**src/rtl/r_nrzi_unstuff.sv**
```systemverilog
// ============================================================================
// Module   : r_nrzi_unstuff
// Brief    : Receive-path NRZI decoder and bit unstuffer. Turns the raw line
//            level stream into decoded data bits (LSB first), captures and
//            checks the PID byte and keeps per-packet length/stuff status.
// Revision : 1.0 - initial release
// ============================================================================
`default_nettype none

module r_nrzi_unstuff (
    input  logic       clk,
    input  logic       rst_b,
    input  logic       r_bstr,
    input  logic       r_bstr_ready,
    input  logic       done,
    output logic       dec_bit,
    output logic       dec_valid,
    output logic [7:0] pid,
    output logic       pid_valid,
    output logic       pid_err,
    output logic       stuff_err,
    output logic [6:0] bit_count,
    output logic [5:0] stuffed_cnt,
    output logic       align_err,
    output logic       pkt_done
);

    typedef enum logic [1:0] {
        S_IDLE     = 2'd0,
        S_PID      = 2'd1,
        S_BODY     = 2'd2,
        S_WAIT_EOP = 2'd3
    } state_t;

    state_t      state;
    state_t      state_nxt;

    logic        prev_level;
    logic [2:0]  ones;
    logic [6:0]  pid_sh;      // first seven PID bits, bit 0 ends up in [0]

    logic        in_idle;
    logic        in_pkt;
    logic        start;       // IDLE -> PID this cycle
    logic        active;      // a line bit is decoded this cycle
    logic        eop;         // packet closes this cycle
    logic        raw;
    logic        is_stuff;
    logic        fwd;         // decoded bit is forwarded downstream
    logic        pid_phase;
    logic        pid_last;
    logic [2:0]  ones_cur;
    logic [2:0]  ones_nxt;
    logic [6:0]  bc_cur;
    logic [6:0]  bc_nxt;
    logic [5:0]  sc_cur;
    logic [5:0]  sc_nxt;
    logic        serr_cur;
    logic [7:0]  pid_new;

    // State register
    always_ff @(posedge clk or negedge rst_b) begin
        if (!rst_b) begin
            state <= S_IDLE;
        end else begin
            state <= state_nxt;
        end
    end

    // Next state plus decode/unstuff control. The bit sampled in the cycle
    // ready is first seen high is the first PID bit, so it is decoded in the
    // IDLE->PID cycle against the forced J level and with cleared counters.
    always_comb begin
        state_nxt = state;
        in_idle   = (state == S_IDLE);
        in_pkt    = (state == S_PID) || (state == S_BODY);
        start     = in_idle && r_bstr_ready;
        active    = start || (in_pkt && r_bstr_ready && !done);
        eop       = done && (in_pkt || (state == S_WAIT_EOP));
        raw       = (r_bstr == (in_idle ? 1'b0 : prev_level));
        ones_cur  = start ? 3'd0 : ones;
        bc_cur    = start ? 7'd0 : bit_count;
        sc_cur    = start ? 6'd0 : stuffed_cnt;
        serr_cur  = start ? 1'b0 : stuff_err;
        is_stuff  = (ones_cur == 3'd6);
        fwd       = active && !is_stuff;
        pid_phase = in_idle || (state == S_PID);
        pid_last  = fwd && pid_phase && (bc_cur == 7'd7);
        pid_new   = {raw, pid_sh};

        bc_nxt    = bc_cur + {6'd0, (fwd && (bc_cur != 7'd127))};
        sc_nxt    = sc_cur + {5'd0, (active && is_stuff && !raw && (sc_cur != 6'd63))};
        ones_nxt  = ones_cur;
        if (active) begin
            ones_nxt = (is_stuff || !raw) ? 3'd0 : ones_cur + 3'd1;
        end

        case (state)
            S_IDLE: begin
                if (r_bstr_ready) state_nxt = S_PID;
            end
            S_PID: begin
                if (done)               state_nxt = S_IDLE;
                else if (!r_bstr_ready) state_nxt = S_WAIT_EOP;
                else if (pid_last)      state_nxt = S_BODY;
            end
            S_BODY: begin
                if (done)               state_nxt = S_IDLE;
                else if (!r_bstr_ready) state_nxt = S_WAIT_EOP;
            end
            default: begin
                if (done) state_nxt = S_IDLE;
            end
        endcase
    end

    // Decode datapath and registered status outputs
    always_ff @(posedge clk or negedge rst_b) begin
        if (!rst_b) begin
            prev_level  <= 1'b0;
            ones        <= 3'd0;
            pid_sh      <= 7'd0;
            dec_bit     <= 1'b0;
            dec_valid   <= 1'b0;
            pid         <= 8'd0;
            pid_valid   <= 1'b0;
            pid_err     <= 1'b0;
            stuff_err   <= 1'b0;
            bit_count   <= 7'd0;
            stuffed_cnt <= 6'd0;
            align_err   <= 1'b0;
            pkt_done    <= 1'b0;
        end else begin
            dec_valid   <= fwd;
            pid_valid   <= pid_last;
            pkt_done    <= eop;
            ones        <= ones_nxt;
            bit_count   <= bc_nxt;
            stuffed_cnt <= sc_nxt;
            stuff_err   <= serr_cur | (active && is_stuff && raw);

            if (active)       prev_level <= r_bstr;
            else if (in_idle) prev_level <= 1'b0;

            if (fwd) dec_bit <= raw;

            if (fwd && pid_phase) pid_sh <= {raw, pid_sh[6:1]};

            if (pid_last) begin
                pid     <= pid_new;
                pid_err <= (pid_new[7:4] != ~pid_new[3:0]);
            end

            if (start)    align_err <= 1'b0;
            else if (eop) align_err <= (bc_cur[2:0] != 3'd0);
        end
    end

endmodule

`default_nettype wire

```
**config.mk**
```make
export PLATFORM = sky130hd
export DESIGN_NAME = r_nrzi_unstuff
export DESIGN_NICKNAME = d
export VERILOG_FILES = /design/src/rtl/r_nrzi_unstuff.sv
export SDC_FILE = /design/constraint.sdc
export NUM_CORES = 1
export LEC_CHECK = 0
export ABC_AREA = 1
export BUFFER_PORTS_ARGS = -buffer_cell sky130_fd_sc_hd__buf_2
export CORE_MARGIN = 1.5
export CORE_UTILIZATION = 35
export DETAILED_ROUTE_END_ITERATION = 8
export GPL_ROUTABILITY_DRIVEN = 0
export PLACE_DENSITY = 0.59
export SLEW_MARGIN = 30
export SYNTH_ARGS = -nofsm -noshare
export SYNTH_HDL_FRONTEND = slang
export SYNTH_SLANG_ARGS = --single-unit
```
**constraint.sdc**
```tcl
create_clock -name clk -period 8.25 [get_ports clk]
set_input_delay 0.4125 -clock clk [delete_from_list [all_inputs] [get_ports clk]]
set_output_delay 0.4125 -clock clk [all_outputs]
set_load 0.01 [all_outputs]
```
==> reports/results.tsv, run 1 <==
metric	value	unit
setup_tns	0	ns
start_util	36.3	%
antenna_found_initial	0	
cp_slowest_cell	dfrtp_1	
dieHeight	78.8	um
worst_ir_drop_vdd	0.110	mV
port_buffers	32	
nNetsFinal	264	
clockBufferDepth	2	
dp_hpwl	2.83	mm
startpoint	state[0]	
drt-total-wl	3.83	mm
via_per_inst	4.59	
crit_chain	inv_1 > ha_1 > nand2_4 > inv_1 > nor2_1 > inv_1 > ha_1 > nand3_2 > or2_2 > nor3_1 > ha_1 > ha_1 > nand4_1 > xor2_1	
synth_compound_area_share	9.57	%
setup_viol	0	
synth_cell_types	27	
fin_skew	0.00850	ns
synth-adder-area-share	6.84	%
vias	1470	
pin_count	33	
overflow	0	
arrival	3.15	ns
hold_violations	0	
detail_route.wl_per_cell	12.0	um
tightest_slew	0.515	ns
grt_usage	13.5	%
drc	0	
drv_slew	0	
htreeDepth	2	
layout-drive-gt1-share	23.8	%
synth_seq_area_share	51.0	%
synth_nets	228	
synthTopCellsByArea	dfrtp_1 (51%), nand2_1 (7.6%), ha_1 (6.8%), inv_1 (5.0%), o21ai_0 (3.7%)	
rsz0062_at_grt	no	
synth_top_family_by_area	simple AND/OR/NAND/NOR gates	
cts_setup_buffers	0	
gr-usage-met3	2.87	%
grt_max_degree	42	
min_period_over_period	36.0	%
grt_pass1_vias	1473	
synth_area_leader_cell	dfrtp_1	
clk_pin_slew	0.08	ns
min_period	2.97	ns
path_class	flop to flop	
synth-warning-count	0	
status	complete, no violations	
n_antenna_cell	0	
slowest_delay	0.42	ns
fillers	578	
synth_mux_area_share	0	%
die_area	6220	um^2
syn_avg_cell_area	9.50	um^2
firstDrtPassIters	4	
place_ws	5.27	ns
postSynthCellCount	212	
die_w	78.8	um
drt-initial-drc-count	94	
grt_pass1_wl	6.58	mm
insertion_delay	0.29	ns
yosys.area_share.simple	20.2	%
cap_violations	0	
multi_input_area	858	um^2
coreArea	5540	um^2
fin_ws	5.28	ns
rows	27	
met1_usage	17.4	%
synth_seq_cells	41	
ctsResizeCount	0	
start_kind	flop	
hold_buffers	0	
cts_tree	built	
power.leakage	1.19	nW
timing.rr.start	state[0]	
path_max_fanout	18	
numCtsBuffers	5	
root_buffer	clkbuf_8	
p_per_area	283	nW/um^2
required	8.43	ns
crit_path_frequent_cell	ha_1	
fmax	0.336	GHz
synth_top_cell_area_share	51.0	%
relSlewSlack	65.7	%
seqCellArea	1030	um^2
use_met2	22.6	%
endpoint_kind	flop	
numClockSinks	41	
hp-class	input port to asynchronous set/reset pin	
synth-xor-area-share	6.03	%
ant_nets	0	
gr-max-usage-layer	met2	
syn_area	2010	um^2
synthToLayoutAreaGrowth	16.0	%
==> sequential cells by signal, summed over array words and instances (netlist names), 2 cells and up <==
signal	cells
state	2
ones	3
pid_sh	7
stuffed_cnt	6
pid	8
bit_count	7
==> cell usage in the layout, fill, tap and decap left out, drive strengths merged <==
cell	count
a31oi	3
xor2	7
o31ai	1
clkinvlp	1
inv	29
buf	32
clkbuf	6
o22ai	1
nor4	1
nand4	5
ha	11
o21ai	23
or2	1
xnor2	6
nand2	45
nand3	10
a21oi	3
nor3	2
dfrtp	41
nor2	20
==> per-stage QoR <==
stage	total power (W)	cell area [um^2]	utilization, %	instances	hold WS [ns]
floorplan	0.000467	2010	-	212	0.117
global route	0.000720	2340	42.2	320	0.133
detailed placement	0.000539	2240	40.5	313	0.462
finish	0.000662	2340	42.2	320	0.0970
global placement	0.000534	2240	40.5	313	0.462
CTS	0.000673	2330	42.1	320	0.290
==> worst max-delay path, delay by kind of cell, from the launching register on <==
kind	cells	cell delay, ns
xor+xnor	1	0.16
fa+ha+maj	4	0.88
buf+inv	3	0.43
flops	1	0.42
simple gates	6	0.96
==> cells by family after synthesis <==
group / after synthesis
flops: 41
buf+inv: 32
xor+xnor: 13
simple gates: 84
compound gates: 31
fa+ha+maj: 11
==> metal layers <==
metal	share of wire, %	vias up
met2	49	26
met3	3.1	4
li1	-	750
met4	1.4	0
met1	47	690
met5	0	-
==> synth_stat cells <==
cell type  count
a31oi_1        3
o21ai_0       15
nor2_8         1
nand4_1        5
buf_6          1
nor2_1        18
o31ai_1        1
nor4_1         1
nand3_1        8
buf_2          1
xnor2_1        6
nand2_1       41
nand3_2        2
or2_2          1
clkbuf_1       1
o22ai_1        1
nand2_4        4
o21ai_2        8
dfrtp_1       41
xor2_1         6
inv_1         27
ha_1          11
nor3_1         2
a21oi_1        3
inv_2          2
nor2_2         1
xor2_2         1
==> worst paths after layout <==
| kind | cells after the start | slack [ns] | to |
|---|---|---|---|
| min | 1 | 0.1 | bit_count[5] |
| max in group asynchronous | 1 | 7.79 | stuff_err |
| max reg2reg | 14 | 5.28 | stuffed_cnt[4] |
| min in group clk | 3 | 0.40 | prev_level |
| max | 14 | 5.28 | stuffed_cnt[4] |
| min reg2reg | 2 | 0.48 | pid[5] |
==> where the power goes <==
part,internal [W],switching (W),leakage [nW]
Sequential,0.000250,0.0000331,0.550
Combinational,0.0000898,0.000157,0.596
Clock,0.0000661,0.0000656,0.0433
Total,0.000406,0.000256,1.19
==> final cells by class <==
cell class	instances	share of cell area, %
Inverter	29	4.66
Multi-Input combinational cell	139	36.7
Clock inverter	1	0.321
Tap cell	72	3.86
Timing Repair Buffer	32	6.96
Sequential cell	41	43.9
Clock buffer	6	3.54
Power figures use the tool's default switching activity.
==> inputs of run 2 (changes only) <==
Settings changed: PLACE_DENSITY 0.59 to 0.61.
Clock period 8.25 ns to 2.57 ns, I/O delays scaled along.
==> reports/results.tsv, run 2 (synthesized netlist as in run 1, its figures left out) <==
metric	value	unit	change
top_regs	pid: 8 flops, bit_count: 7 flops, pid_sh: 7 flops		unchanged
cap_violations	0		unchanged
arrival	2.60	ns	was 3.15 ns
required	2.75	ns	was 8.43 ns
antenna_found_initial	0		unchanged
port_buffers	32		unchanged
clockBufferDepth	2		unchanged
fmax	0.413	GHz	was 0.336 GHz
ant_nets	0		unchanged
die_area	6220	um^2	unchanged
place_ws	0.0126	ns	was 5.27 ns
firstDrtPassIters	6		was 4
timing.rr.start	state[0]		unchanged
rows	27		unchanged
use_met2	20.7	%	was 22.6%
grt_usage	14.3	%	was 13.5%
critPathBufInv	3		unchanged
hold_depth	3		
regMostFlops	pid		unchanged
rr_endpoint	stuffed_cnt[4]		unchanged
insertion_delay	0.29	ns	about the same
numClockSinks	41		unchanged
vias	1482		was 1470
layout_common_cells	nand2_1 (41), dfrtp_1 (41), buf_2 (31)		unchanged
crit_family	simple AND/OR/NAND/NOR gates		unchanged
hold_violations	0		unchanged
setup_viol	0		unchanged
dieHeight	78.8	um	unchanged
rr_worst_depth	14		unchanged
drc	0		unchanged
gr-max-usage-layer	met2		unchanged
n_antenna_cell	0		unchanged
worst_ir_drop_vdd	0.327	mV	was 0.110 mV
fin_ws	0.146	ns	was 5.28 ns
cp_slowest_cell	dfrtp_1		unchanged
cts_tree	built		unchanged
min_period	2.42	ns	was 2.97 ns
fin_skew	0.00957	ns	was 0.00850 ns
die_w	78.8	um	unchanged
via_per_inst	4.46		was 4.59
overflow	0		unchanged
path_class	flop to flop		unchanged
worst_hold_slack	0.118	ns	was 0.0970 ns
min_to	prev_level		
fin_cells	332		was 320
finalPower	0.00238	W	was 0.000662 W
relSlewSlack	65.2	%	was 65.7%
hold_path.startpoint	r_bstr		
coreArea	5540	um^2	unchanged
detail_route.wl_per_cell	12.0	um	about the same
synthToLayoutAreaGrowth	22.8	%	was 16.0%
endpoint_kind	flop		unchanged
numCtsBuffers	5		unchanged
grt_pass1_vias	1444		was 1473
crit_chain	inv_2 > ha_4 > nand2_4 > inv_2 > nor2_1 > inv_1 > ha_1 > nand3_2 > or2_2 > nor3_2 > ha_2 > ha_2 > nand4_1 > xor2_1		was inv_1 > ha_1 > nand2_4 > inv_1 > nor2_1 > inv_1 > ha_1 > nand3_2 > or2_2 > nor3_1 > ha_1 > ha_1 > nand4_1 > xor2_1
grt_pass1_wl	6.84	mm	was 6.58 mm
dp_hpwl	2.82	mm	was 2.83 mm
tightest_slew	0.521	ns	was 0.515 ns
pin_count	33		unchanged
regToRegSetupSlack	0.15	ns	was 5.28 ns
layout-drive-gt1-share	29.6	%	was 23.8%
met1_usage	20.0	%	was 17.4%
slowest_delay	0.42	ns	about the same
nNetsFinal	275		was 264
htreeDepth	2		unchanged
dp_cells	319		was 313
hp-class	input port to flop		was input port to asynchronous set/reset pin
start_util	36.3	%	unchanged
clk_pin_slew	0.08	ns	about the same
gr-usage-met3	3.45	%	was 2.87%
power.leakage	1.25	nW	was 1.19 nW
drt-initial-drc-count	85		was 94
largest_reg_flops	8		unchanged
setup_tns	0	ns	unchanged
path_max_fanout	3		was 18
grt_max_degree	42		unchanged
root_buffer	clkbuf_8		unchanged
start_kind	flop		unchanged
p_per_area	961	nW/um^2	was 283 nW/um^2
drt-total-wl	4.00	mm	was 3.83 mm
min_period_over_period	94.3	%	was 36.0%
status	complete, no violations		unchanged
drv_slew	0		unchanged
==> run 2: cell count changes in the layout (fill, tap and decap cells not counted), moves of 2 or more <==
cell   before  now
ha_1       11    8
ha_2        0    2
inv_1      27   24
inv_2       2    5
buf_4       1   11
==> run 2: metal layers <==
metal	vias to the layer above	wire, um
met5	-	0
met4	0	82
met3	7	147
met2	21	1820
met1	688	1950
li1	766	-
==> run 2: final cells by class <==
type	count	area, um^2
Fill cell	578	3070
Sequential cell	41	1030
Multi-Input combinational cell	139	883
Timing Repair Buffer	43	248
Inverter	29	109
Tap cell	72	90.1
Clock buffer	7	86.3
Clock inverter	1	30.0
==> run 2: timing repair <==
item / in CTS / in global routing
hold endpoints to repair: 34 / 0
endpoints found under the setup margin: 1 / 7
gates resized for setup: 1 / 6
buffers inserted: 0 / 4
hold buffers: 1 / 0
pin swaps: 0 / 1
==> run 2: worst min-delay path: stages <==
cell     delay [ns]
buf_2          0.12
nand2_1        0.06
o21ai_0        0.06
==> run 2: stage by stage <==
stage                     area (um^2)  utilization, %
final                            2470            44.6
after global placement           2290            41.4
after global routing             2470            44.6
after CTS                        2420            43.7
after floorplan                  2020               -
after detailed placement         2290            41.4
==> run 2: how the worst max path moves through the flow <==
stage                                end  slack (ns)  startpoint  depth (start not counted)
after floorplan           stuffed_cnt[4]        0.05    state[0]                         14
after global placement    stuffed_cnt[4]        0.12    state[0]                         14
after detailed placement  stuffed_cnt[4]        0.01    state[0]                         14
after CTS                 stuffed_cnt[4]       0.005    state[0]                         14
after global routing      stuffed_cnt[4]       -0.01    state[0]                         14
final                     stuffed_cnt[4]        0.15    state[0]                         14
==> run 2: power by group <==
part | internal (W) | switching [W]
sequential | 0.000803 | 0.000104
combinational | 0.000388 | 0.000554
clock | 0.000317 | 0.000211
==> inputs of run 3 (changes only) <==
Settings changed: RECOVER_POWER from default to 50, SLEW_MARGIN 30 to default.
==> reports/results.tsv, run 3 (synthesized netlist as in run 1, its figures left out) <==
metric	value	unit	change
drc	0		unchanged
grt_usage	14.3	%	unchanged
pin_count	33		unchanged
htreeDepth	2		unchanged
nNetsFinal	275		unchanged
setup_viol	0		unchanged
port_buffers	32		unchanged
drt-initial-drc-count	95		was 85
root_buffer	clkbuf_8		unchanged
antenna_found_initial	0		unchanged
arrival	2.60	ns	about the same
switching_share	36.9	%	was 36.5%
coreArea	5540	um^2	unchanged
rr_endpoint	stuffed_cnt[4]		unchanged
hp-class	input port to flop		unchanged
comb_power_share	39.1	%	was 39.6%
min_period_over_period	94.4	%	was 94.3%
min_period	2.43	ns	was 2.42 ns
path_class	flop to flop		unchanged
dp_hpwl	2.82	mm	unchanged
power_frac_clock	22.3	%	was 22.2%
hold_violations	0		unchanged
firstDrtPassIters	4		was 6
rr_worst_depth	14		unchanged
worst_ir_drop_vdd	0.332	mV	was 0.327 mV
clk_pin_slew	0.08	ns	about the same
placed_area	2290	um^2	unchanged
multi_input_area	883	um^2	unchanged
p_per_area	968	nW/um^2	was 961 nW/um^2
fin_ws	0.145	ns	was 0.146 ns
worst_hold_slack	0.119	ns	was 0.118 ns
start_kind	flop		unchanged
design_area	2430	um^2	was 2470 um^2
grt_pass1_wl	6.84	mm	unchanged
startpoint	state[0]		unchanged
ant_nets	0		unchanged
overflow	0		unchanged
numCtsBuffers	5		unchanged
required	2.74	ns	was 2.75 ns
relSlewSlack	39.1	%	was 65.2%
seqCellArea	1030	um^2	unchanged
regMostFlops	pid		unchanged
seq_power_share	38.6	%	was 38.2%
largest_reg_flops	8		unchanged
endpoint_kind	flop		unchanged
synthToLayoutAreaGrowth	20.9	%	was 22.8%
power.leakage	1.13	nW	was 1.25 nW
path_max_fanout	3		unchanged
regToRegSetupSlack	0.14	ns	was 0.15 ns
status	complete, no violations		unchanged
fillers	588		was 578
via_per_inst	4.47		was 4.46
timing.rr.start	state[0]		unchanged
layout-drive-gt1-share	18.8	%	was 29.6%
place_ws	0.0126	ns	unchanged
p_int	0.00149	W	was 0.00151 W
n_antenna_cell	0		unchanged
detail_route.wl_per_cell	12.1	um	was 12.0 um
power.switching	0.000871	W	was 0.000868 W
tightest_slew	0.913	ns	was 0.521 ns
numClockSinks	41		unchanged
drt-total-wl	4.01	mm	was 4.00 mm
fin_skew	0.00759	ns	was 0.00957 ns
grt_max_degree	42		unchanged
cts_tree	built		unchanged
cap_violations	0		unchanged
worstSetupEndpoint	stuffed_cnt[4]		unchanged
clockBufferDepth	2		unchanged
vias	1483		was 1482
drv_slew	0		unchanged
layout_common_cells	nand2_1 (41), dfrtp_1 (41), clkbuf_1 (29)		was nand2_1 (41), dfrtp_1 (41), buf_2 (31)
top_regs	pid: 8 flops, bit_count: 7 flops, pid_sh: 7 flops		unchanged
die_w	78.8	um	unchanged
grt_pass1_vias	1444		unchanged
dieHeight	78.8	um	unchanged
start_util	36.3	%	unchanged
insertion_delay	0.29	ns	about the same
fmax	0.412	GHz	was 0.413 GHz
die_area	6220	um^2	unchanged
rows	27		unchanged
[run 3: changes by cell type in the layout (fill, tap and decap cells not counted)]
cell,change
buf_2,-27
buf_4,-1
clkbuf_1,+28
[run 3: timing repair]
action	4_1_cts	5_1_grt
hold buffers	1	0
endpoints found under the setup margin	1	7
resized for setup	1	6
endpoints found under the hold margin	34	0
pin swaps	0	1
setup buffers	0	4
[run 3: worst min-delay path by stage]
stage | to | start | depth (start not counted) | slack, ns
after CTS | prev_level | r_bstr | 3 | 0.10
after global routing | prev_level | r_bstr | 3 | 0.14
final | prev_level | r_bstr | 3 | 0.12
after detailed placement | bit_count[5] | rst_b | 1 | 0.32
after global placement | bit_count[5] | rst_b | 1 | 0.31
after floorplan | align_err | rst_b | 0 | -0.17
[run 3: layout make-up]
class / count / share of cell area, %
Multi-Input combinational cell: 139 / 36.3
Inverter: 29 / 4.47
Clock buffer: 7 / 3.55
Tap cell: 72 / 3.70
Clock inverter: 1 / 1.23
Timing Repair Buffer: 43 / 8.63
Sequential cell: 41 / 42.1
[run 3: worst max-delay path, cell delays in order (launching register included)]
cell	delay [ns]
dfrtp_1	0.42
inv_2	0.09
ha_4	0.14
nand2_4	0.04
inv_2	0.06
nor2_1	0.05
inv_1	0.08
ha_1	0.16
nand3_2	0.10
or2_2	0.31
nor3_2	0.16
ha_2	0.22
ha_2	0.19
nand4_1	0.11
xor2_1	0.16
[run 3: power by group through the flow]
stage          logic, W  registers, W  clock network (W)
2_1_floorplan  0.000565      0.000940                  0
3_3_place_gp   0.000857      0.000919                  0
3_5_place_dp   0.000877      0.000921                  0
4_1_cts        0.000883      0.000909           0.000547
5_1_grt         0.00105      0.000929           0.000579
6_report       0.000921      0.000910           0.000527
[run 3: metal layers]
| metal | wire [um] | track usage, % | vias to the layer above | part of all wire (%) |
|---|---|---|---|---|
| li1 | - | - | 768 | - |
| met1 | 1970 | 20.0 | 681 | 49 |
| met2 | 1800 | 20.7 | 25 | 45 |
| met3 | 146 | 3.45 | 9 | 3.6 |
| met4 | 96 | 7.19 | 0 | 2.4 |
| met5 | 0 | 0 | - | 0 |
[run 3: metrics by stage]
step	utilization, %	total power [W]	cells	TNS, ns
3_5_place_dp	41.4	0.00180	319	0
3_3_place_gp	41.4	0.00178	319	0
6_report	43.9	0.00236	332	0
4_1_cts	43.7	0.00234	328	0
5_1_grt	43.9	0.00256	332	-0.0135
2_1_floorplan	-	0.00150	212	0
